File: src/rtl/t02_wishbone_subordinate.sv
// ---------------------------------------------------------------------------
// t02_wishbone_subordinate
//
// Classic (non-pipelined) Wishbone B4 subordinate in front of a word-addressed
// register bank of DEPTH 32-bit words, mapped at byte address BASE_ADDR.
// It supports byte-lane writes and a fixed number of wait states.
//
// Parameters:
//   BASE_ADDR   - byte address of word 0
//   DEPTH       - number of 32-bit words (power of two, 2..256)
//   WAIT_CYCLES - extra cycles between request capture and response (0..15)
//
// Ports:
//   CLK    in   clock, all state changes on the rising edge
//   RST    in   synchronous reset, active high
//   CYC_I  in   bus cycle valid
//   STB_I  in   strobe; a transfer is requested when CYC_I & STB_I
//   WE_I   in   1 = write, 0 = read
//   ADR_I  in   [31:0] byte address, bits [1:0] ignored
//   DAT_I  in   [31:0] write data
//   SEL_I  in   [3:0]  byte-lane enables
//   DAT_O  out  [31:0] read data, valid only while ACK_O is high
//   ACK_O  out  one-cycle transfer-complete pulse
//   ERR_O  out  one-cycle error pulse for out-of-range accesses
//               (present only when T02_WB_ERR_EN is defined)
//
// Optional feature macro: T02_WB_ERR_EN
//   defined   - misses answer with ERR_O instead of ACK_O
//   undefined - misses answer with a normal ACK_O and read data 0
// ---------------------------------------------------------------------------
module t02_wishbone_subordinate #(
   parameter logic [31:0] BASE_ADDR   = 32'h3300_0000,
   parameter int          DEPTH       = 64,
   parameter int          WAIT_CYCLES = 0
) (
   input  logic        CLK,
   input  logic        RST,
   input  logic        CYC_I,
   input  logic        STB_I,
   input  logic        WE_I,
   input  logic [31:0] ADR_I,
   input  logic [31:0] DAT_I,
   input  logic [3:0]  SEL_I,
   output logic [31:0] DAT_O,
`ifdef T02_WB_ERR_EN
   output logic        ACK_O,
   output logic        ERR_O
`else
   output logic        ACK_O
`endif
);

   localparam int         IDX_W     = $clog2(DEPTH);
   localparam logic [3:0] WAIT_LOAD = 4'(WAIT_CYCLES);

   localparam logic [1:0] ST_IDLE = 2'd0;
   localparam logic [1:0] ST_WAIT = 2'd1;
   localparam logic [1:0] ST_RESP = 2'd2;

   logic [1:0]       state;
   logic [1:0]       next_state;
   logic [3:0]       wait_cnt;
   logic [3:0]       next_cnt;
   logic             enter_resp;

   // Live request decode
   logic             req;
   logic [31:0]      off;
   logic             req_hit;
   logic [IDX_W-1:0] req_idx;
   logic             unused_low_bits;

   // Request captured in IDLE, used while waiting
   logic             hold_we;
   logic             hold_hit;
   logic [IDX_W-1:0] hold_idx;
   logic [31:0]      hold_dat;
   logic [3:0]       hold_sel;

   // Request that completes on the edge entering RESP
   logic             eff_we;
   logic             eff_hit;
   logic [IDX_W-1:0] eff_idx;
   logic [31:0]      eff_dat;
   logic [3:0]       eff_sel;

   logic [31:0]      mem [DEPTH];

   assign req     = CYC_I & STB_I;
   // Unsigned wrap: addresses below BASE_ADDR become huge offsets and miss.
   assign off     = ADR_I - BASE_ADDR;
   assign req_hit = (off[31:2] < 30'(DEPTH));
   assign req_idx = off[IDX_W+1:2];
   assign unused_low_bits = ^off[1:0];

   // With no wait states the request completes on its own capture edge, so
   // the live bus values are used in IDLE; otherwise the held copy is used.
   always_comb begin
      if (state == ST_IDLE) begin
         eff_we  = WE_I;
         eff_hit = req_hit;
         eff_idx = req_idx;
         eff_dat = DAT_I;
         eff_sel = SEL_I;
      end else begin
         eff_we  = hold_we;
         eff_hit = hold_hit;
         eff_idx = hold_idx;
         eff_dat = hold_dat;
         eff_sel = hold_sel;
      end
   end

   // NOTE: every output of this block gets a default first so no path leaves
   // a value unassigned, which would otherwise infer a latch.
   always_comb begin
      next_state = state;
      next_cnt   = wait_cnt;
      enter_resp = 1'b0;
      case (state)
         ST_IDLE: begin
            if (req) begin
               if (WAIT_CYCLES == 0) begin
                  next_state = ST_RESP;
                  enter_resp = 1'b1;
               end else begin
                  next_state = ST_WAIT;
                  next_cnt   = WAIT_LOAD;
               end
            end
         end
         ST_WAIT: begin
            // Manager gave up: drop the transfer without a response.
            if (!req) begin
               next_state = ST_IDLE;
               next_cnt   = 4'd0;
            end else if (wait_cnt == 4'd1) begin
               next_state = ST_RESP;
               next_cnt   = 4'd0;
               enter_resp = 1'b1;
            end else begin
               next_cnt   = wait_cnt - 4'd1;
            end
         end
         ST_RESP: next_state = ST_IDLE;
         default: next_state = ST_IDLE;
      endcase
   end

   // NOTE: registers are updated with non-blocking assignments so every
   // right-hand side reads the value from before this edge.
   always_ff @(posedge CLK) begin
      if (RST) begin
         state    <= ST_IDLE;
         wait_cnt <= 4'd0;
         ACK_O    <= 1'b0;
`ifdef T02_WB_ERR_EN
         ERR_O    <= 1'b0;
`endif
         DAT_O    <= 32'h0;
         hold_we  <= 1'b0;
         hold_hit <= 1'b0;
         hold_idx <= '0;
         hold_dat <= 32'h0;
         hold_sel <= 4'h0;
         // NOTE: the bank is cleared on reset because software relies on it
         // reading zero afterwards, so it is built from resettable flops
         // rather than an inferred RAM.
         for (int i = 0; i < DEPTH; i++) begin
            mem[i] <= 32'h0;
         end
      end else begin
         state    <= next_state;
         wait_cnt <= next_cnt;

         if (state == ST_IDLE && req) begin
            hold_we  <= WE_I;
            hold_hit <= req_hit;
            hold_idx <= req_idx;
            hold_dat <= DAT_I;
            hold_sel <= SEL_I;
         end

`ifdef T02_WB_ERR_EN
         ACK_O <= enter_resp & eff_hit;
         ERR_O <= enter_resp & ~eff_hit;
`else
         ACK_O <= enter_resp;
`endif

         // Read data is only driven for the response cycle, zero otherwise.
         if (enter_resp && eff_hit && !eff_we) begin
            DAT_O <= mem[eff_idx];
         end else begin
            DAT_O <= 32'h0;
         end

         if (enter_resp && eff_hit && eff_we) begin
            for (int b = 0; b < 4; b++) begin
               if (eff_sel[b]) begin
                  mem[eff_idx][8*b +: 8] <= eff_dat[8*b +: 8];
               end
            end
         end
      end
   end

endmodule

File: config.mk
export PLATFORM = sky130hd
export DESIGN_NAME = t02_wishbone_subordinate
export DESIGN_NICKNAME = d
export VERILOG_FILES = /design/src/rtl/t02_wishbone_subordinate.sv
export SDC_FILE = /design/constraint.sdc
export NUM_CORES = 2
export LEC_CHECK = 0
export BUFFER_PORTS_ARGS = -buffer_cell sky130_fd_sc_hd__buf_2
export CORE_MARGIN = 2
export CORE_UTILIZATION = 25
export DETAILED_ROUTE_END_ITERATION = 10
export HOLD_SLACK_MARGIN = 0.06
export PLACE_DENSITY_LB_ADDON = 0.12
export SLEW_MARGIN = 10
export SYNTH_ARGS = -nofsm -noshare
export SYNTH_HDL_FRONTEND = slang
export SYNTH_SLANG_ARGS = --single-unit
File: constraint.sdc
create_clock -name CLK -period 6.99 [get_ports CLK]
set_input_delay 1.0485 -clock CLK [delete_from_list [all_inputs] [get_ports CLK]]
set_output_delay 1.0485 -clock CLK [all_outputs]
set_load 0.05 [all_outputs]
Yosys cells after proc, flatten, opt, wreduce, memory -nomap -nowiden
Memories as Yosys holds them, arrays and structs flattened. A register that Yosys moved wholly into a read port is not among the register bits.
Cells that the tools add are included.
Widths: inputs -> output; s select.
{"block": "classes", "n_mux": 36, "order_cmp": 1, "n_reduce_logical": 9, "addsub": 2, "bitwise_logic": 2, "n_eq_ne": 4}
{"cell": "$mux 32", "n": 2}
{"cell": "$reduce_or 32->1", "n": 1}
{"cell": "$sub 32x30->32 const B", "n": 1}
{"cell": "$lt 30x7->1 const B", "n": 1}
{"cell": "$mux 1", "n": 23}
{"cell": "$mux 4", "n": 4}
{"cell": "$mux 6", "n": 2}
{"cell": "$mux 2", "n": 3}
{"cell": "$eq 4x1->1 const B", "n": 1}
{"cell": "$logic_and 1x1->1", "n": 4}
{"cell": "$pmux 2 s2", "n": 1}
{"cell": "$sub 4x1->4 const B", "n": 1}
{"cell": "$ne 3x3->1 const B", "n": 1}
{"cell": "$eq 2x1->1 const B", "n": 1}
{"cell": "$logic_not 2->1", "n": 1}
{"cell": "$ne 2x2->1 const B", "n": 1}
{"cell": "$pmux 1 s2", "n": 1}
{"cell": "$reduce_and 2->1", "n": 1}
{"cell": "$reduce_or 2->1", "n": 1}
{"cell": "$and 1x1->1", "n": 1}
{"cell": "$logic_not 1->1", "n": 1}
{"cell": "$not 1->1", "n": 1}
{"block": "totals", "inputBits": 73, "mem_count": 1, "word_cells": 63, "ff_bits": 51, "output_inout_bits": 33, "ram_bits": 2048}
{"memory": "mem", "words": 64, "width": 32, "rd": 1, "rd_ports_with_merged_regs": 1, "wr": 64, "line_no": "87", "rtl": "logic [31:0] mem [DEPTH];"}

Depth between registers and ports, before layout
{"block": "logic_depth", "ltp_word": 11, "depth_mapped": 10, "mapped_depth_nobuf": 6}

Worst setup path before layout
Ideal clock, no wire load.
{"block": "synth_path", "path_kind": "input to register", "start": "input port ADR_I[30]", "end": "memory mem[17][10] (enable)", "stages": 8, "path_buffers": 2, "t_arrival_ns": 2.746, "path_slack_ns": 3.915, "setup_ns": 0.329, "required_time_ns": 6.661, "path_cell_list": "nor4b_1 nand4_1 nor4_4 nor2b_1 buf_4 buf_6 nand3_4 nand2_1"}
{"item": "start, declared", "line_no": "41", "rtl": "input logic [31:0] ADR_I,"}
{"item": "end, declared", "line_no": "87"}

==> qor.csv <==
stage;metric;value;unit
grt;first-pass GRT wire length;444000;um
die;floorplan die height;603;um
grt;initial antenna violation count;16;
flow_run;Max-cap violations;0;
clock_tree;H-tree depth;4;
grt;GR Overflow Total;0;
die;Initial Util;25.1;%
layout;commonest non-fill, non-tap cells in the layout;nor2_1, edfxtp_1, a22oi_1;
layout;commonest non-fill, non-tap cell in the layout;nor2_1;
logic_synthesis;ys flop type;edfxtp_1;
logic_synthesis;post-synthesis net count;6963;
layout;register area;63000;um2
timing;Fin Clk Skew;0.0494;ns
clock_tree;clock buffer count from CTS;245;
timing;final setup vio count;0;
setup_path;Crit path arrival time;5.05;ns
timing;relative slew slack;17.2;%
drt;DRC errors left;0;
logic_synthesis;sequential area share after synthesis;70.2;%
setup_path;CP max FO;32;
power;sw frac;24.1;%
timing;Max Freq;222;MHz
drt;WL/cell;26.4;um
power;Tot Pwr;0.0287;W
power;Clock power frac;43.1;%
timing;Max Transition Viols Final;0;
power;P_sw;0.00692;W
power;Pwr Density;278;nW/um2
layout;area delta synth->final;15.1;%
drt;total vias in the final route;57600;
die;num ports;106;
logic_synthesis;number of synthesized flops with an enable pin;2048;
setup_path;CP startpoint kind;flip-flop;
worst_hold_path;Hold WC Path Type;in -> reg;
clock_tree;postcts setup bufs;0;
layout;multi-input logic area;24600;um2
die;die area;364000;um2
timing;Hold Vio Cnt, Final;0;
run_status;run status;finished clean;
timing;RSZ-0062 raised after global routing;no;
drt;Iteration-0 DRC Markers;5095;
drt;Pre-antenna DRT Iters;6;
power;Pleak;32.4;nW
grt;GRT Total Usage;16.8;%
clock_tree;clock transition at the registers of the reported paths;0.06;ns
grt;largest net degree at the start of global routing;95;
die;Die Width;603;um
logic_synthesis;count of different cell masters after synthesis;45;
logic_synthesis;Avg Cell Area, Syn;13.0;um2
logic_synthesis;Async S/R FF share, synth;0;%
clock_tree;CTS max path bufs;4;
drt;DRT antenna net count;0;
clock_tree;worst skew pair latency;0.92;ns
setup_path;Setup crit end kind;flip-flop;
place;GPL Wtd Cong;0.771;
layout;Filler Cell Count;36500;
power;VDD IR max;0.207;mV
clock_tree;Root Driver;clkbuf_16;
die;row cnt;220;
power;P_int;0.0218;W
die;core area;358000;um2
logic_synthesis;Yosys top cell by area;edfxtp_1;
setup_path;WP data required;7.54;ns
power;sequential power share;50.7;%
timing;Worst-Margin Slew;1.24;ns
timing;setup TNS;0;ns
clock_tree;post_cts resized;0;
setup_path;kind of critical path;reg -> reg;
layout;nets@finish;6911;
power;combinational share of power;6.3;%
drt;Vias/cell;4.88;
logic_synthesis;top cells by area, synth;edfxtp_1, nor2_1, a22oi_1, nand3_4, a41oi_1;
clock_tree;clk sink count;2125;
clock_tree;CTS tree;built;
drt;total routed wirelength;312000;um
grt;vias in the first global route;57900;
clock_tree;Hold Buf Count CTS;0;
logic_synthesis;Yosys Warn Count;0;
logic_synthesis;post-synthesis instance area;89800;um2
timing;crit share post-route;64.4;%
place;hpwl dp;196000;um
timing;minimum clock period;4.50;ns
logic_synthesis;Synth Register Bits;2125;
logic_synthesis;Mapped Cells;6890;
logic_synthesis;Yosys top cell area share;68.5;%
place;IO buf count;103;
layout;ratio of cells with drive above 1 in the final layout;13.3;%
[state kept, by name, indices dropped and copies added (netlist names)]
| register | cells |
|---|---|
| hold_sel | 4 |
| state | 1 |
| hold_idx | 6 |
| mem | 2048 |
| hold_dat | 32 |
| ACK_O | 1 |
| DAT_O | 32 |
| hold_we | 1 |
[critical path: stages, from the launching register on]
cell,delay [ns]
dfxtp_4,0.53
buf_4,0.50
or2_2,0.46
nor4_4,0.40
nor2b_4,0.86
buf_4,0.62
nand3_2,0.33
nand2_1,0.39
[kinds of logic (layout without fill, tap and decap cells)]
| logic type | Yosys count | after routing | synth area share, % |
|---|---|---|---|
| buffers and inverters | 570 | 719 | 3.06 |
| AND/OR/NAND/NOR | 2780 | 2780 | 14.4 |
| flip-flops | 2125 | 2125 | 70.2 |
| multiplexers | 34 | 34 | 0.380 |
| AO/OA/AOI/OAI | 1381 | 1381 | 11.9 |
| other | 0 | 3 | 0 |
[power groups by stage]
| stage | logic [W] | clock network (W) | registers [W] |
|---|---|---|---|
| floorplan | 0.000972 | 0 | 0.0147 |
| global placement | 0.00184 | 0 | 0.0148 |
| detailed placement | 0.00184 | 0 | 0.0148 |
| CTS | 0.00184 | 0.0127 | 0.0145 |
| global route | 0.00191 | 0.0131 | 0.0146 |
| finish | 0.00179 | 0.0124 | 0.0145 |
[path summary, 6_finish.rpt]
kind                                   from          end  slack [ns]  depth (start not counted)
worst min register to register  hold_sel[0]  hold_sel[0]        0.46                          2
worst min-delay path               DAT_I[8]  hold_dat[8]        0.40                          3
worst max-delay path               state[1]   mem[19][1]        2.49                          7
worst max register to register     state[1]   mem[19][1]        2.49                          7
[synthesized netlist by cell type (all sizes together), types with 2 or more instances]
master and n:
a32o 2, clkbuf 350, a32oi 5, a22oi 1027, inv 2, a21oi 77, dfxtp 77, buf 217
nor4b 4, or2 2, nor2b 11, a41oi 224, nor2 2075, mux2i 33, nand2 420, a2111oi 32
nand2b 4, and2 3, o32a 2, edfxtp 2048, nand4 33, o32ai 2, o2bb2ai 2, nor4 35
nand3 193, a22o 3
[cell type report]
cell class / instances / area share, %
Sequential cell: 2125 / 61.0
Multi-Input combinational cell: 4195 / 23.8
Clock buffer: 331 / 6.53
Tap cell: 4773 / 5.78
Timing Repair Buffer: 268 / 2.10
Clock inverter: 117 / 0.772
Inverter: 3 / 0.0182
Antenna cell: 3 / 0.00726
[routing by layer]
metal | vias to the layer above | part of all wire (%) | routed length (um) | GRT usage, %
met2 | 1418 | 49 | 152000 | 28.3
met4 | 0 | 2.1 | 6500 | 3.52
met5 | - | 0 | 0 | 0
met1 | 30000 | 45 | 141000 | 23.2
li1 | 25900 | - | - | -
met3 | 351 | 4.0 | 12400 | 1.97
[per-stage QoR]
stage	hold WS, ns	worst slack, ns	instances	area, um2	utilization [%]
final	0.400	2.49	11800	103000	28.8
after global placement	0.451	2.27	11400	95800	26.7
after global routing	0.349	2.22	11800	103000	28.8
after CTS	0.325	2.39	11800	103000	28.8
after detailed placement	0.452	2.24	11400	95800	26.7
after floorplan	0.436	3.92	6890	89800	-
Note: power is estimated with default switching activity, not from simulation.
